`config.mk`:
```
export PLATFORM = sky130hd
export DESIGN_NAME = cpu_run_ctrl
export DESIGN_NICKNAME = d
export VERILOG_FILES = /design/src/rtl/cpu_run_ctrl.sv
export SDC_FILE = /design/constraint.sdc
export NUM_CORES = 1
export LEC_CHECK = 0
export ABC_CLOCK_PERIOD_IN_PS = 5500
export CORE_UTILIZATION = 51
export CTS_BUF_LIST = sky130_fd_sc_hd__clkbuf_8
export DETAILED_ROUTE_END_ITERATION = 8
export PLACE_DENSITY_LB_ADDON = 0.08
export SLEW_MARGIN = 20
export SYNTH_ARGS = -nofsm -noshare
export SYNTH_HDL_FRONTEND = slang
export SYNTH_SLANG_ARGS = --single-unit
```
`constraint.sdc`:
```
create_clock -name clk -period 5.5 [get_ports clk]
set_input_delay 1.1 -clock clk [delete_from_list [all_inputs] [get_ports clk]]
set_output_delay 1.1 -clock clk [all_outputs]
set_load 0.005 [all_outputs]
```
`src/rtl/cpu_run_ctrl.sv`:
```
// cpu_run_ctrl: run/debug sequencer for the single-cycle CPU (sccomp).
// It gates execution through cpu_en and supports run, halt, N-step and
// one PC breakpoint. It can also pulse the CPU reset and scan the register
// file out through the reg_sel/reg_data debug port.
// Optional build macro CPU_RUN_CTRL_CYCLE_CNT_EN adds a free-running count
// of executed (cpu_en-high) cycles on cycle_cnt; without it cycle_cnt is 0.
module cpu_run_ctrl #(
  parameter int ADDR_W     = 32,
  parameter int STEP_W     = 16,
  parameter int RST_CYCLES = 4
) (
  input  logic              clk,
  input  logic              rstn,
  input  logic              cmd_valid,
  output logic              cmd_ready,
  input  logic [2:0]        cmd_op,
  input  logic [ADDR_W-1:0] cmd_arg,
  input  logic [ADDR_W-1:0] pc_in,
  output logic              cpu_en,
  output logic              cpu_rstn,
  output logic [4:0]        reg_sel,
  input  logic [31:0]       reg_data,
  output logic              dump_valid,
  output logic [4:0]        dump_idx,
  output logic [31:0]       dump_data,
  output logic              halted,
  output logic              bp_hit,
  output logic              err,
  output logic [31:0]       cycle_cnt
);

  localparam logic [2:0] OP_HALT      = 3'd0;
  localparam logic [2:0] OP_RUN       = 3'd1;
  localparam logic [2:0] OP_STEP      = 3'd2;
  localparam logic [2:0] OP_SET_BP    = 3'd3;
  localparam logic [2:0] OP_CLR_BP    = 3'd4;
  localparam logic [2:0] OP_DUMP      = 3'd5;
  localparam logic [2:0] OP_CPU_RESET = 3'd6;
  localparam logic [2:0] OP_RSVD      = 3'd7;

  localparam int RST_W = (RST_CYCLES > 1) ? $clog2(RST_CYCLES) : 1;

  typedef enum logic [2:0] {
    ST_HALTED,
    ST_RUN,
    ST_STEP,
    ST_DUMP,
    ST_CRST
  } state_t;

  state_t              state;
  logic                bp_valid;
  logic [ADDR_W-1:0]   bp_addr;
  logic                skip_bp;
  logic [STEP_W-1:0]   step_cnt;
  logic [RST_W-1:0]    rst_cnt;
  logic                active;
  logic                bp_match;
  logic                cmd_fire;
  logic [STEP_W-1:0]   step_arg;

  // The CPU only executes in RUN/STEP, and never the instruction sitting on
  // the breakpoint. skip_bp lets a resume step off the breakpoint it stopped at.
  assign active    = (state == ST_RUN) || (state == ST_STEP);
  assign bp_match  = bp_valid && (pc_in == bp_addr) && !skip_bp;
  assign cpu_en    = active && !bp_match;
  assign cpu_rstn  = rstn && (state != ST_CRST);
  assign cmd_ready = (state == ST_HALTED) || active;
  assign cmd_fire  = cmd_valid && cmd_ready;
  assign halted    = (state == ST_HALTED);
  assign step_arg  = cmd_arg[STEP_W-1:0];

  // Main sequencer: command decode, breakpoint stop, step counting,
  // register scan-out and timed CPU reset all live in this one FSM.
  always_ff @(posedge clk or negedge rstn) begin
    if (!rstn) begin
      state      <= ST_HALTED;
      bp_valid   <= 1'b0;
      bp_addr    <= '0;
      skip_bp    <= 1'b0;
      step_cnt   <= '0;
      rst_cnt    <= '0;
      reg_sel    <= '0;
      dump_valid <= 1'b0;
      dump_idx   <= '0;
      dump_data  <= '0;
      bp_hit     <= 1'b0;
      err        <= 1'b0;
    end else begin
      err        <= 1'b0;
      dump_valid <= 1'b0;
      if (cpu_en) begin
        skip_bp <= 1'b0;
      end
      case (state)
        ST_HALTED: begin
          if (cmd_fire) begin
            case (cmd_op)
              OP_RUN: begin
                state   <= ST_RUN;
                bp_hit  <= 1'b0;
                skip_bp <= 1'b1;
              end
              OP_STEP: begin
                state    <= ST_STEP;
                step_cnt <= (step_arg == '0) ? STEP_W'(1) : step_arg;
                bp_hit   <= 1'b0;
                skip_bp  <= 1'b1;
              end
              OP_SET_BP: begin
                bp_addr  <= cmd_arg;
                bp_valid <= 1'b1;
              end
              OP_CLR_BP: begin
                bp_valid <= 1'b0;
              end
              OP_DUMP: begin
                state   <= ST_DUMP;
                reg_sel <= '0;
              end
              OP_CPU_RESET: begin
                state   <= ST_CRST;
                rst_cnt <= '0;
              end
              OP_RSVD: begin
                err <= 1'b1;
              end
              default: begin
              end
            endcase
          end
        end
        ST_RUN, ST_STEP: begin
          if (cmd_fire && (cmd_op != OP_HALT)) begin
            err <= 1'b1;
          end
          if (bp_match) begin
            state  <= ST_HALTED;
            bp_hit <= 1'b1;
          end else if (cmd_fire && (cmd_op == OP_HALT)) begin
            state <= ST_HALTED;
          end else if (state == ST_STEP) begin
            step_cnt <= step_cnt - STEP_W'(1);
            if (step_cnt == STEP_W'(1)) begin
              state <= ST_HALTED;
            end
          end
        end
        ST_DUMP: begin
          dump_data  <= reg_data;
          dump_idx   <= reg_sel;
          dump_valid <= 1'b1;
          reg_sel    <= reg_sel + 5'd1;
          if (reg_sel == 5'd31) begin
            state <= ST_HALTED;
          end
        end
        ST_CRST: begin
          if (rst_cnt == RST_W'(RST_CYCLES - 1)) begin
            state <= ST_HALTED;
          end else begin
            rst_cnt <= rst_cnt + RST_W'(1);
          end
        end
        default: begin
          state <= ST_HALTED;
        end
      endcase
    end
  end

`ifdef CPU_RUN_CTRL_CYCLE_CNT_EN
  // Counts executed cycles; a CPU reset starts a fresh measurement.
  always_ff @(posedge clk or negedge rstn) begin
    if (!rstn) begin
      cycle_cnt <= '0;
    end else if (halted && cmd_fire && (cmd_op == OP_CPU_RESET)) begin
      cycle_cnt <= '0;
    end else if (cpu_en) begin
      cycle_cnt <= cycle_cnt + 32'd1;
    end
  end
`else
  assign cycle_cnt = '0;
`endif

endmodule

```
==> results of run 1 <==
-- sequential cells by signal, indices dropped and copies added, names as in the netlist --
| register | cells |
|---|---|
| skip_bp | 1 |
| step_cnt | 16 |
| state | 3 |
| bp_hit | 1 |
| err | 1 |
| reg_sel | 5 |
| rst_cnt | 2 |
| bp_valid | 1 |
| dump_data | 32 |
| dump_idx | 5 |
| dump_valid | 1 |
| bp_addr | 32 |
-- stage by stage --
stage / util, % / area, sq um / hold WS, ns / setup slack, ns
finish: 70.8 / 7010 / 0.480 / 1.26
global route: 70.8 / 7010 / 0.507 / 1.17
CTS: 70.7 / 7010 / 0.486 / 1.24
detailed placement: 68.1 / 6740 / 0.462 / 1.25
global placement: 68.1 / 6740 / 0.456 / 1.29
floorplan: - / 5380 / 0.445 / 2.39
-- worst min path at each step --
stage               slack [ns]          start  cells past startpoint             to
floorplan                 0.45       bp_valid                      2       bp_valid
global placement          0.46  dump_data[11]                      2  dump_data[11]
detailed placement        0.46   dump_data[7]                      2   dump_data[7]
CTS                       0.49  dump_data[19]                      2  dump_data[19]
global route              0.51        skip_bp                      1        skip_bp
finish                    0.48  dump_data[11]                      2  dump_data[11]
-- cells in the mapped netlist (4+ instances only) --
cell type	instances	area, sq um
a21oi_1	5	25.0
a221o_1	4	40.0
a31oi_1	5	31.3
and3_1	7	43.8
buf_2	9	45.0
buf_4	32	240
clkbuf_1	15	56.3
dfrtp_1	100	2500
ha_1	5	62.6
inv_1	11	41.3
mux2_1	29	327
mux2_2	6	67.6
nand2_1	142	533
nand2b_1	6	37.5
nand3_1	10	50.1
nand4_1	13	81.3
nor2_1	25	93.8
nor3_1	11	55.1
nor3b_1	4	30.0
nor4_1	13	81.3
o21ai_0	10	50.1
o21ai_1	5	25.0
xnor2_1	32	280
-- cell families (layout without fill, tap and decap cells) --
group | after synthesis | count (layout) | synth area share, %
adders and majority gates | 5 | 5 | 1.19
and+or+nand+nor | 249 | 249 | 21.7
AOI/OAI and AO/OA | 61 | 61 | 8.17
muxes | 38 | 38 | 8.05
buffers and inverters | 70 | 184 | 7.48
xor gates and xnor gates | 35 | 35 | 5.82
other | 1 | 32 | 0.0712
DFF | 100 | 100 | 47.5
-- area by class of cell --
class                      count  area, sq um
clock buffer                   9          124
clock inverter                 7          140
fill                         764         2900
inverter                      12         45.0
multi-input combinational    420         2490
sequential                   100         2500
tap                          133          166
timing repair buffer         156         1550
-- worst reg2reg max path, delay by kind of cell, from the launching register on --
kind,cells,cell delay (ns)
simple gates,4,0.83
flops,1,0.51
compound gates,1,0.39
xor+xnor,1,0.34
buf+inv,1,0.28
-- power breakdown --
part | internal (uW) | switching, uW
Clock | 347 | 259
Combinational | 681 | 531
Sequential | 1060 | 255
Total | 2090 | 1050
-- per-layer routing --
layer | wire length [um] | global-route usage [%] | part of all wire [%]
met1 | 5310 | 32.6 | 41
met2 | 6270 | 41.6 | 48
met3 | 1250 | 8.50 | 9.6
met4 | 252 | 9.32 | 1.9
met5 | 0 | 0 | 0
==> out/results.env, run 1 <==
TIGHTESTPINTRANSITION_NS=1.01
PEAKVDDDROP_mV=0.241
GRT_FIRST_PASS_WIRELENGTH_UM=22100
MIN_PATH_TYPE='flip-flop to flip-flop'
POST_SYNTH.CELL_AREA_AVG_SQ_UM=9.42
SYN-INSTANCE-COUNT=559
QUANTITY_OF_I_O_BUFFERS_INSERTED_ON_PORTS=150
WORST_SETUP_PATH_END_KIND='output pin'
TOTALWIRELENGTH_UM=13100
CRITPATHCAPTURE='cpu_en'
ANTENNA_FOUND_INITIAL=0
CTS_TREE='yes'
FINALNETCOUNT=806
CTS.REPORTEDPATHS.CLKPINSLEW_NS=0.09
YOSYS.CELL_TYPES.COUNT=58
REPORT.FINAL.SETUP_VIOL=0
CRITICAL_PATH_CELL_COUNT=8
CRITICAL_PATH_REQUIRED_NS=4.40
CRIT_PATH_FREQUENT_CELL='clkdlybuf4s50_1'
CRIT_PATH_TOP_DELAY_CELL='clkdlybuf4s50_1'
POWER_DENSITY_mW_PER_MM2=446
REG2REG_SETUP_SLACK_NS=3.04
LEAKAGE_uW=0.00304
ASYNCSETRESETFLOPFRACSYNTH_PCT=100
FINAL_COMMON_CELL='clkdlybuf4s50_1'
PIN_COUNT_OF_THE_BIGGEST_NET_ENTERING_GLOBAL_ROUTING=78
MAXCAPVIOLATIONS=0
DRT_FIRST_ITER_VIOLATIONS=232
CRITICALPATHCATEGORY='primary input to output pin'
FINALCLOCKSKEW_NS=0.0121
COMMONEST_CELLS_AFTER_ROUTING_FILL_AND_TAPS_ASIDE='clkdlybuf4s50_1 (149), nand2_1 (142), dfrtp_1 (100)'
CRIT_ARRIVAL_NS=3.14
FINAL_GLOBAL_ROUTE_OVERFLOW_TOTAL=0
CRIT_PATH_CELL_TRACE='clkdlybuf4s50_1 -> xnor2_1 -> nand4_1 -> nor4_1 -> and4_1 -> buf_4 -> nor2_1 -> clkdlybuf4s50_1'
FP.DIEH_UM=104
ANTENNA_CELLS_INSERTED=0
SYNTH-EDFF-COUNT=0
DIEAREA_SQ_MM=0.0107
NUM_VIAS=4470
ROUTE.DETAILED.VIAS_PER_INST=5.34
FLOORPLAN.IO_PINS=183
DESIGN.CORE.AREA_SQ_MM=0.00991
TIMING.SETUP.TNS_NS=0
TIMING.RR.END='step_cnt[0]'
CRIT_PATH_MAX_INCR_DELAY_NS=0.48
ANT_NETS=0
CTS_ROOT_BUFFER='clkbuf_8'
FINAL_HOLD_VIOS=0
CRITICAL_PATH.STARTPOINT_TYPE='primary input'
INSERTION_DELAY_NS=0.38
SYN_AREA_SQ_MM=0.00527
FMAX_MHz=236
CTS.HOLD.BUFFERS_ADDED=0
CTS_BUFFERS=9
DRC=0
SYNTHESIS.YOSYS.WARNINGS=0
POST_CTS.RESIZED_INSTANCES=0
DPL.HPWL_UM=9470
INITIAL_CORE_UTIL_PCT=53.1
WEIGHTED_CONGESTION_REPORTED_AT_THE_END_OF_ROUTABILITY_DRIVEN_PLACEMENT=0.825
YS_FF_LATCH=100
LAYOUT_CELLS_SIZED_ABOVE_1_PCT=4.40
FINAL_CELLS=837
DIE_WIDTH_UM=104
OUTCOME='finished clean'
CTS.SINK_COUNT=100
TIMING.FINAL.CRIT_SHARE_PCT=77.1
ROWS=36
CPLARGESTDELAYFAMILY='buffers and inverters'
POST-CTS-SETUP-BUFFER-COUNT=0
SEQ_TOTAL_AREA_YOSYS_PCT=47.5
WORSTPATHMAXFANOUT=14
FIRST_PASS_ITERS=5
RR_STARTPOINT='state[0]'
WIRE_PER_INST_UM=15.6
CTS_MAX_PATH_BUFFERS=2
WORST-R2R-CELL-COUNT=7
CLOCK_TREE.HTREE_LEVEL_COUNT=3
FINAL-MAX-SLEW-VIOLATION-COUNT=0
GR-USAGE-ALL-LAYERS_PCT=25.9
TIMING.FINAL.CRIT_PERIOD_NS=4.24
SLEW_HEADROOM_PCT=32.1
GROWTH_OF_DESIGN_AREA_FROM_SYNTHESIS_TO_FINISH_PCT=33.1
GRT_SETUP_UNREPAIRED='no'
CP.BUFFERS_INVERTERS=3
PLACE.DETAILED.INSTANCES=821
REPORT.POWER.TOTAL_uW=3130
DOMINANTREGCELLSYNTH='dfrtp_1'
WORST_SETUP_PATH_STARTPOINT='pc_in[23]'
GRT_PASS1_VIAS=4482
No activity file was read; power rests on OpenSTA's default activity.
==> run 2, diff against run 1 <==
--- a/config.mk
+++ b/config.mk
@@ -5,8 +5,8 @@
 export SDC_FILE = /design/constraint.sdc
 export NUM_CORES = 1
 export LEC_CHECK = 0
-export ABC_CLOCK_PERIOD_IN_PS = 5500
-export CORE_UTILIZATION = 51
+export ABC_CLOCK_PERIOD_IN_PS = 4100
+export CORE_UTILIZATION = 47
 export CTS_BUF_LIST = sky130_fd_sc_hd__clkbuf_8
 export DETAILED_ROUTE_END_ITERATION = 8
 export PLACE_DENSITY_LB_ADDON = 0.08
==> constraint.sdc (replaced) <==
create_clock -name clk -period 4.1 [get_ports clk]
set_input_delay 0.82 -clock clk [delete_from_list [all_inputs] [get_ports clk]]
set_output_delay 0.82 -clock clk [all_outputs]
set_load 0.005 [all_outputs]
==> run 2 against run 1 <==
  * Wire length is 0.48% lower
  * Sequential share of layout area is 0.30 points higher
  * Hold slack better by 0.0016 ns
  * Clock-buffer cell count is 1 higher
  * Cell count is 0.96% higher
  * Clock skew is 0.0038 ns higher
  * Critical path depth is 1 lower
  * Via count is 0.34% lower
  * Global-route usage is 2.6 points lower
  * Worst setup slack worse by 0.70 ns
  * Die area is 8.4% higher
==> out/results.env, run 2 (synthesis gave the netlist of run 1 again) <==
OUTCOME='finished clean'
MAXCAPVIOLATIONS=0
TIMING.FINAL.CRIT_PERIOD_NS=3.54
FINAL_HOLD_VIOS=0
CRIT_PATH_CELL_TRACE='clkdlybuf4s50_1 -> xnor2_1 -> nand4_1 -> nor4_1 -> and4_1 -> nor2_1 -> clkdlybuf4s50_1'
DIE_WIDTH_UM=108
ROWS=38
FINALCLOCKSKEW_NS=0.0158
RR_STARTPOINT='state[0]'
CRIT_ARRIVAL_NS=2.72
REG2REG_SETUP_SLACK_NS=1.52
LAYOUT_CELLS_SIZED_ABOVE_1_PCT=4.68
POWER_DENSITY_mW_PER_MM2=575
CTS.REPORTEDPATHS.CLKPINSLEW_NS=0.10
CTS_ROOT_BUFFER='clkbuf_8'
DIEAREA_SQ_MM=0.0116
FINAL-MAX-SLEW-VIOLATION-COUNT=0
DPL.HPWL_UM=9360
CRITICALPATHCATEGORY='primary input to output pin'
PEAKVDDDROP_mV=0.317
LAYOUT.CORE_UTILIZATION_PCT=63.9
ANTENNA_FOUND_INITIAL=1
ANT_NETS=0
GRT_PASS1_VIAS=4364
FINALNETCOUNT=807
FIRST_PASS_ITERS=4
PLACED_AREA_SQ_MM=0.00676
CP.BUFFERS_INVERTERS=2
WORST_SETUP_PATH_STARTPOINT='pc_in[9]'
TIGHTESTPINTRANSITION_NS=0.995
LEAKAGE_uW=0.00301
CTS_BUFFERS=9
CRITICAL_PATH_REQUIRED_NS=3.28
WORST_SETUP_PATH_END_KIND='output pin'
CRITICAL_PATH.STARTPOINT_TYPE='primary input'
FMAX_MHz=282
MULTI_INPUT_COMB_AREA_SQ_MM=0.00249
CRIT_PATH_MAX_INCR_DELAY_NS=0.47
FILLCELLCOUNT=938
DESIGN.CORE.AREA_SQ_MM=0.0109
FINAL_GLOBAL_ROUTE_OVERFLOW_TOTAL=0
CRIT_PATH_FREQUENT_CELL='clkdlybuf4s50_1'
POST-CTS-SETUP-BUFFER-COUNT=0
TOP_REGS='bp_addr x32, dump_data x32, step_cnt x16'
ROUTE.DETAILED.VIAS_PER_INST=5.27
TOTALWIRELENGTH_UM=13000
TIMING.SETUP.TNS_NS=0
FLOORPLAN.IO_PINS=183
DRT_FIRST_ITER_VIOLATIONS=194
CTS.SINK_COUNT=100
TIMING.FINAL.CRIT_SHARE_PCT=86.4
POST_CTS.RESIZED_INSTANCES=0
INSERTION_DELAY_NS=0.37
NUM_VIAS=4455
PIN_COUNT_OF_THE_BIGGEST_NET_ENTERING_GLOBAL_ROUTING=52
WIRE_PER_INST_UM=15.4
CRITICAL_PATH_CELL_COUNT=7
FINAL_COMMON_CELL='clkdlybuf4s50_1'
SLEW_HEADROOM_PCT=33.4
GRT_SETUP_UNREPAIRED='no'
TIMING.RR.END='step_cnt[0]'
GRT_FIRST_PASS_WIRELENGTH_UM=20900
WORST-R2R-CELL-COUNT=7
SEQCELLAREA_SQ_MM=0.00250
CPLARGESTDELAYFAMILY='buffers and inverters'
QUANTITY_OF_I_O_BUFFERS_INSERTED_ON_PORTS=150
DRC=0
INITIAL_CORE_UTIL_PCT=48.4
FIN_AREA_SQ_MM=0.00695
COMMONEST_CELLS_AFTER_ROUTING_FILL_AND_TAPS_ASIDE='clkdlybuf4s50_1 (149), nand2_1 (142), dfrtp_1 (100)'
CRITPATHCAPTURE='cpu_en'
HOLD_SLACK_NS=0.482
MIN_PATH_TYPE='flip-flop to flip-flop'
CLOCK_TREE.HTREE_LEVEL_COUNT=3
ANTENNA_CELLS_INSERTED=0
GR-USAGE-ALL-LAYERS_PCT=23.3
FP.DIEH_UM=108
GROWTH_OF_DESIGN_AREA_FROM_SYNTHESIS_TO_FINISH_PCT=32.0
WEIGHTED_CONGESTION_REPORTED_AT_THE_END_OF_ROUTABILITY_DRIVEN_PLACEMENT=0.889
CTS_MAX_PATH_BUFFERS=2
CTS.HOLD.BUFFERS_ADDED=0
CRIT_PATH_TOP_DELAY_CELL='clkdlybuf4s50_1'
CTS_TREE='yes'
REPORT.FINAL.SETUP_VIOL=0
WORSTPATHMAXFANOUT=2
-- run 2: cell types whose count changed in the layout (fill, tap and decap cells not counted), sizes merged --
cell      delta
bufinv       -4
clkinv       +2
inv          +2
buf          +1
clkbuf       +1
clkinvlp     -1
-- run 2: final cells by class --
class	instances	share of cell area [%]
multi-input combinational	420	35.8
clock buffer	10	1.98
inverter	12	0.648
clock inverter	6	0.792
timing repair buffer	157	22.3
sequential	100	36.0
tap	140	2.52
-- run 2: stage by stage --
stage                     instances  total power (uW)  worst slack (ns)
final                           845              4000             0.558
after global routing            845              4280             0.407
after CTS                       845              4030             0.555
after detailed placement        829              3390             0.565
after global placement          829              3340             0.593
after floorplan                 590              2640              1.55
-- run 2: report_power, final --
group          switching, uW  internal [uW]
logic                    702            914
clock network            375            250
registers                338           1420
-- run 2: worst min-delay path by stage --
stage / startpoint / to / slack, ns / depth (start not counted)
finish: dump_data[23] / dump_data[23] / 0.48 / 2
global route: dump_data[3] / dump_data[3] / 0.51 / 2
CTS: dump_data[23] / dump_data[23] / 0.49 / 2
detailed placement: dump_data[23] / dump_data[23] / 0.46 / 2
global placement: dump_data[6] / dump_data[6] / 0.46 / 2
floorplan: bp_valid / bp_valid / 0.45 / 2
-- run 2: worst min-delay path, stage by stage (launching register included) --
cell and delay [ns]:
dfrtp_1 0.35, nand2_1 0.05, nand2_1 0.06
-- run 2: layer usage --
metal  share of wire [%]  routed length, um  GRT usage [%]  vias to the layer above
met3                 8.3               1090           7.51                       14
met5                   0                  0              0                        -
met4                 1.5                194           6.95                        0
met1                  41               5380           28.9                     2125
li1                    -                  -              -                     2135
met2                  49               6370           38.7                      181
==> run 3, diff against run 2 <==
--- a/config.mk
+++ b/config.mk
@@ -6,6 +6,7 @@
 export NUM_CORES = 1
 export LEC_CHECK = 0
 export ABC_CLOCK_PERIOD_IN_PS = 4100
+export CORE_MARGIN = 5
 export CORE_UTILIZATION = 47
 export CTS_BUF_LIST = sky130_fd_sc_hd__clkbuf_8
 export DETAILED_ROUTE_END_ITERATION = 8
==> run 3 against run 2 <==
  * Die area increased by 15%
  * Clock power increased by 4.3%
  * Register-to-register slack improved by 0.08 ns
  * Final area about the same
  * Sequential power about the same
  * Clock skew decreased by 0.0067 ns
  * Largest power group unchanged
  * Fmax about the same
  * Sequential share of layout area about the same
  * Cell count decreased by 0.12%
  * Critical path depth unchanged
  * Global-route usage decreased by 1.9 points
  * Clock-buffer cell count unchanged
==> out/results.env, run 3 (synthesis gave the netlist of run 1 again) <==
CTS_BUFFERS=9
PEAKVDDDROP_mV=0.313
SEQCELLAREA_SQ_MM=0.00250
FINALCLOCKSKEW_NS=0.00914
NET_SW_POWER_uW=1420
CRITICAL_PATH.STARTPOINT_TYPE='primary input'
INSERTION_DELAY_NS=0.37
COMMONEST_CELLS_AFTER_ROUTING_FILL_AND_TAPS_ASIDE='clkdlybuf4s50_1 (149), nand2_1 (142), dfrtp_1 (100)'
DPL.HPWL_UM=10400
OUTCOME='finished clean'
FINAL_GLOBAL_ROUTE_OVERFLOW_TOTAL=0
NUM_VIAS=4463
FINAL_CELLS=844
CTS.HOLD.BUFFERS_ADDED=0
PIN_COUNT_OF_THE_BIGGEST_NET_ENTERING_GLOBAL_ROUTING=63
FMAX_MHz=282
DRC=0
ROWS=38
FINAL-MAX-SLEW-VIOLATION-COUNT=0
GRT_SETUP_UNREPAIRED='no'
DIE_WIDTH_UM=116
POST-CTS-SETUP-BUFFER-COUNT=0
GROWTH_OF_DESIGN_AREA_FROM_SYNTHESIS_TO_FINISH_PCT=32.1
FP.DIEH_UM=116
DESIGN.CORE.AREA_SQ_MM=0.0109
TIMING.FINAL.CRIT_PERIOD_NS=3.54
CTS.SINK_COUNT=100
ROUTE.DETAILED.VIAS_PER_INST=5.29
DIEAREA_SQ_MM=0.0134
POWER_DENSITY_mW_PER_MM2=582
HOLD_SLACK_NS=0.403
CRIT_ARRIVAL_NS=2.72
TIMING.SETUP.TNS_NS=0
ANTENNA_CELLS_INSERTED=0
LEAKAGE_uW=0.00301
REPORT.FINAL.SETUP_VIOL=0
FINAL_HOLD_VIOS=0
POST_CTS.RESIZED_INSTANCES=0
FILLCELLCOUNT=936
FIRST_PASS_ITERS=4
SLEW_HEADROOM_PCT=35.3
ANTENNA_FOUND_INITIAL=0
FLOORPLAN.IO_PINS=183
CTS_MAX_PATH_BUFFERS=2
GR-USAGE-ALL-LAYERS_PCT=21.4
WORSTPATHMAXFANOUT=2
CTS.REPORTEDPATHS.CLKPINSLEW_NS=0.10
QUANTITY_OF_I_O_BUFFERS_INSERTED_ON_PORTS=150
P_SEQ_SHARE_PCT=43.4
TOP_REGS='bp_addr x32, dump_data x32, step_cnt x16'
MULTI_INPUT_COMB_AREA_SQ_MM=0.00249
LAYOUT_CELLS_SIZED_ABOVE_1_PCT=4.40
COMBPWRFRAC_PCT=40.5
MAXCAPVIOLATIONS=0
DRT_FIRST_ITER_VIOLATIONS=220
CTS_ROOT_BUFFER='clkbuf_8'
CRITICAL_PATH_REQUIRED_NS=3.28
NETSWITCHINGFRACTION_PCT=35.0
GRT_PASS1_VIAS=4604
CRITICALPATHCATEGORY='primary input to output pin'
P_CLK_SHARE_PCT=16.1
CTS_TREE='yes'
MIN_PATH_TYPE='primary input to async pin'
INITIAL_CORE_UTIL_PCT=48.4
TIMING.FINAL.CRIT_SHARE_PCT=86.5
P_INT_uW=2630
CLOCK_TREE.HTREE_LEVEL_COUNT=3
GRT_FIRST_PASS_WIRELENGTH_UM=22600
TIGHTESTPINTRANSITION_NS=0.967
LAYOUT.CORE_UTILIZATION_PCT=63.9
PLACE.DETAILED.INSTANCES=828
ANT_NETS=0
WORST_SETUP_PATH_END_KIND='output pin'
WIRE_PER_INST_UM=16.8
FINALNETCOUNT=806
WEIGHTED_CONGESTION_REPORTED_AT_THE_END_OF_ROUTABILITY_DRIVEN_PLACEMENT=0.843
TOTALWIRELENGTH_UM=14100
FINAL_COMMON_CELL='clkdlybuf4s50_1'
REPORT.POWER.TOTAL_uW=4050
==> run 3: changes by cell type in the layout (fill, tap and decap cells not counted), sizes merged <==
cell / previous run / this run
buf: 8 / 7
bufinv: 0 / 1
clkinv: 3 / 1
clkinvlp: 0 / 3
inv: 15 / 13
==> run 3: final timing paths <==
kind,start,endpoint,slack [ns],cells past startpoint
max,pc_in[28],cpu_en,0.56,7
min,rstn,bp_addr[22],0.40,1
max reg2reg,state[0],step_cnt[0],1.60,7
min reg2reg,dump_data[1],dump_data[1],0.48,2
max in group asynchronous,rstn,step_cnt[11],2.49,2
min in group clk,dump_data[1],dump_data[1],0.48,2
==> run 3: cell type report <==
class	instances	share of cell area, %
Sequential cell	100	36.0
Clock buffer	10	1.98
Clock inverter	6	0.935
Timing Repair Buffer	156	22.2
Inverter	12	0.648
Multi-Input combinational cell	420	35.7
Tap cell	140	2.52
==> run 3: per-stage QoR <==
step,setup slack [ns],cell area (sq um)
final,0.555,6960
after global placement,0.573,6750
after detailed placement,0.573,6750
after CTS,0.554,6960
after global routing,0.454,6960
after floorplan,1.55,5380
==> run 3: critical path, stage by stage <==
cell and delay (ns):
clkdlybuf4s50_1 0.48, xnor2_1 0.11, nand4_1 0.16, nor4_1 0.29, and4_1 0.32, nor2_1 0.08
clkdlybuf4s50_1 0.46
==> run 3: routing by layer <==
metal	up-vias	track usage, %	share of wire, %
met4	0	8.35	2.5
li1	2130	-	-
met5	-	0	0
met3	32	6.06	8.7
met1	2105	26.3	41
met2	196	35.9	48
==> run 3: power by group through the flow <==
stage	sequential, uW	clock [uW]	combinational (uW)
2_1_floorplan	1700	0	936
3_3_place_gp	1750	0	1600
3_5_place_dp	1780	0	1640
4_1_cts	1760	667	1650
5_1_grt	1820	709	1820
6_report	1760	652	1640
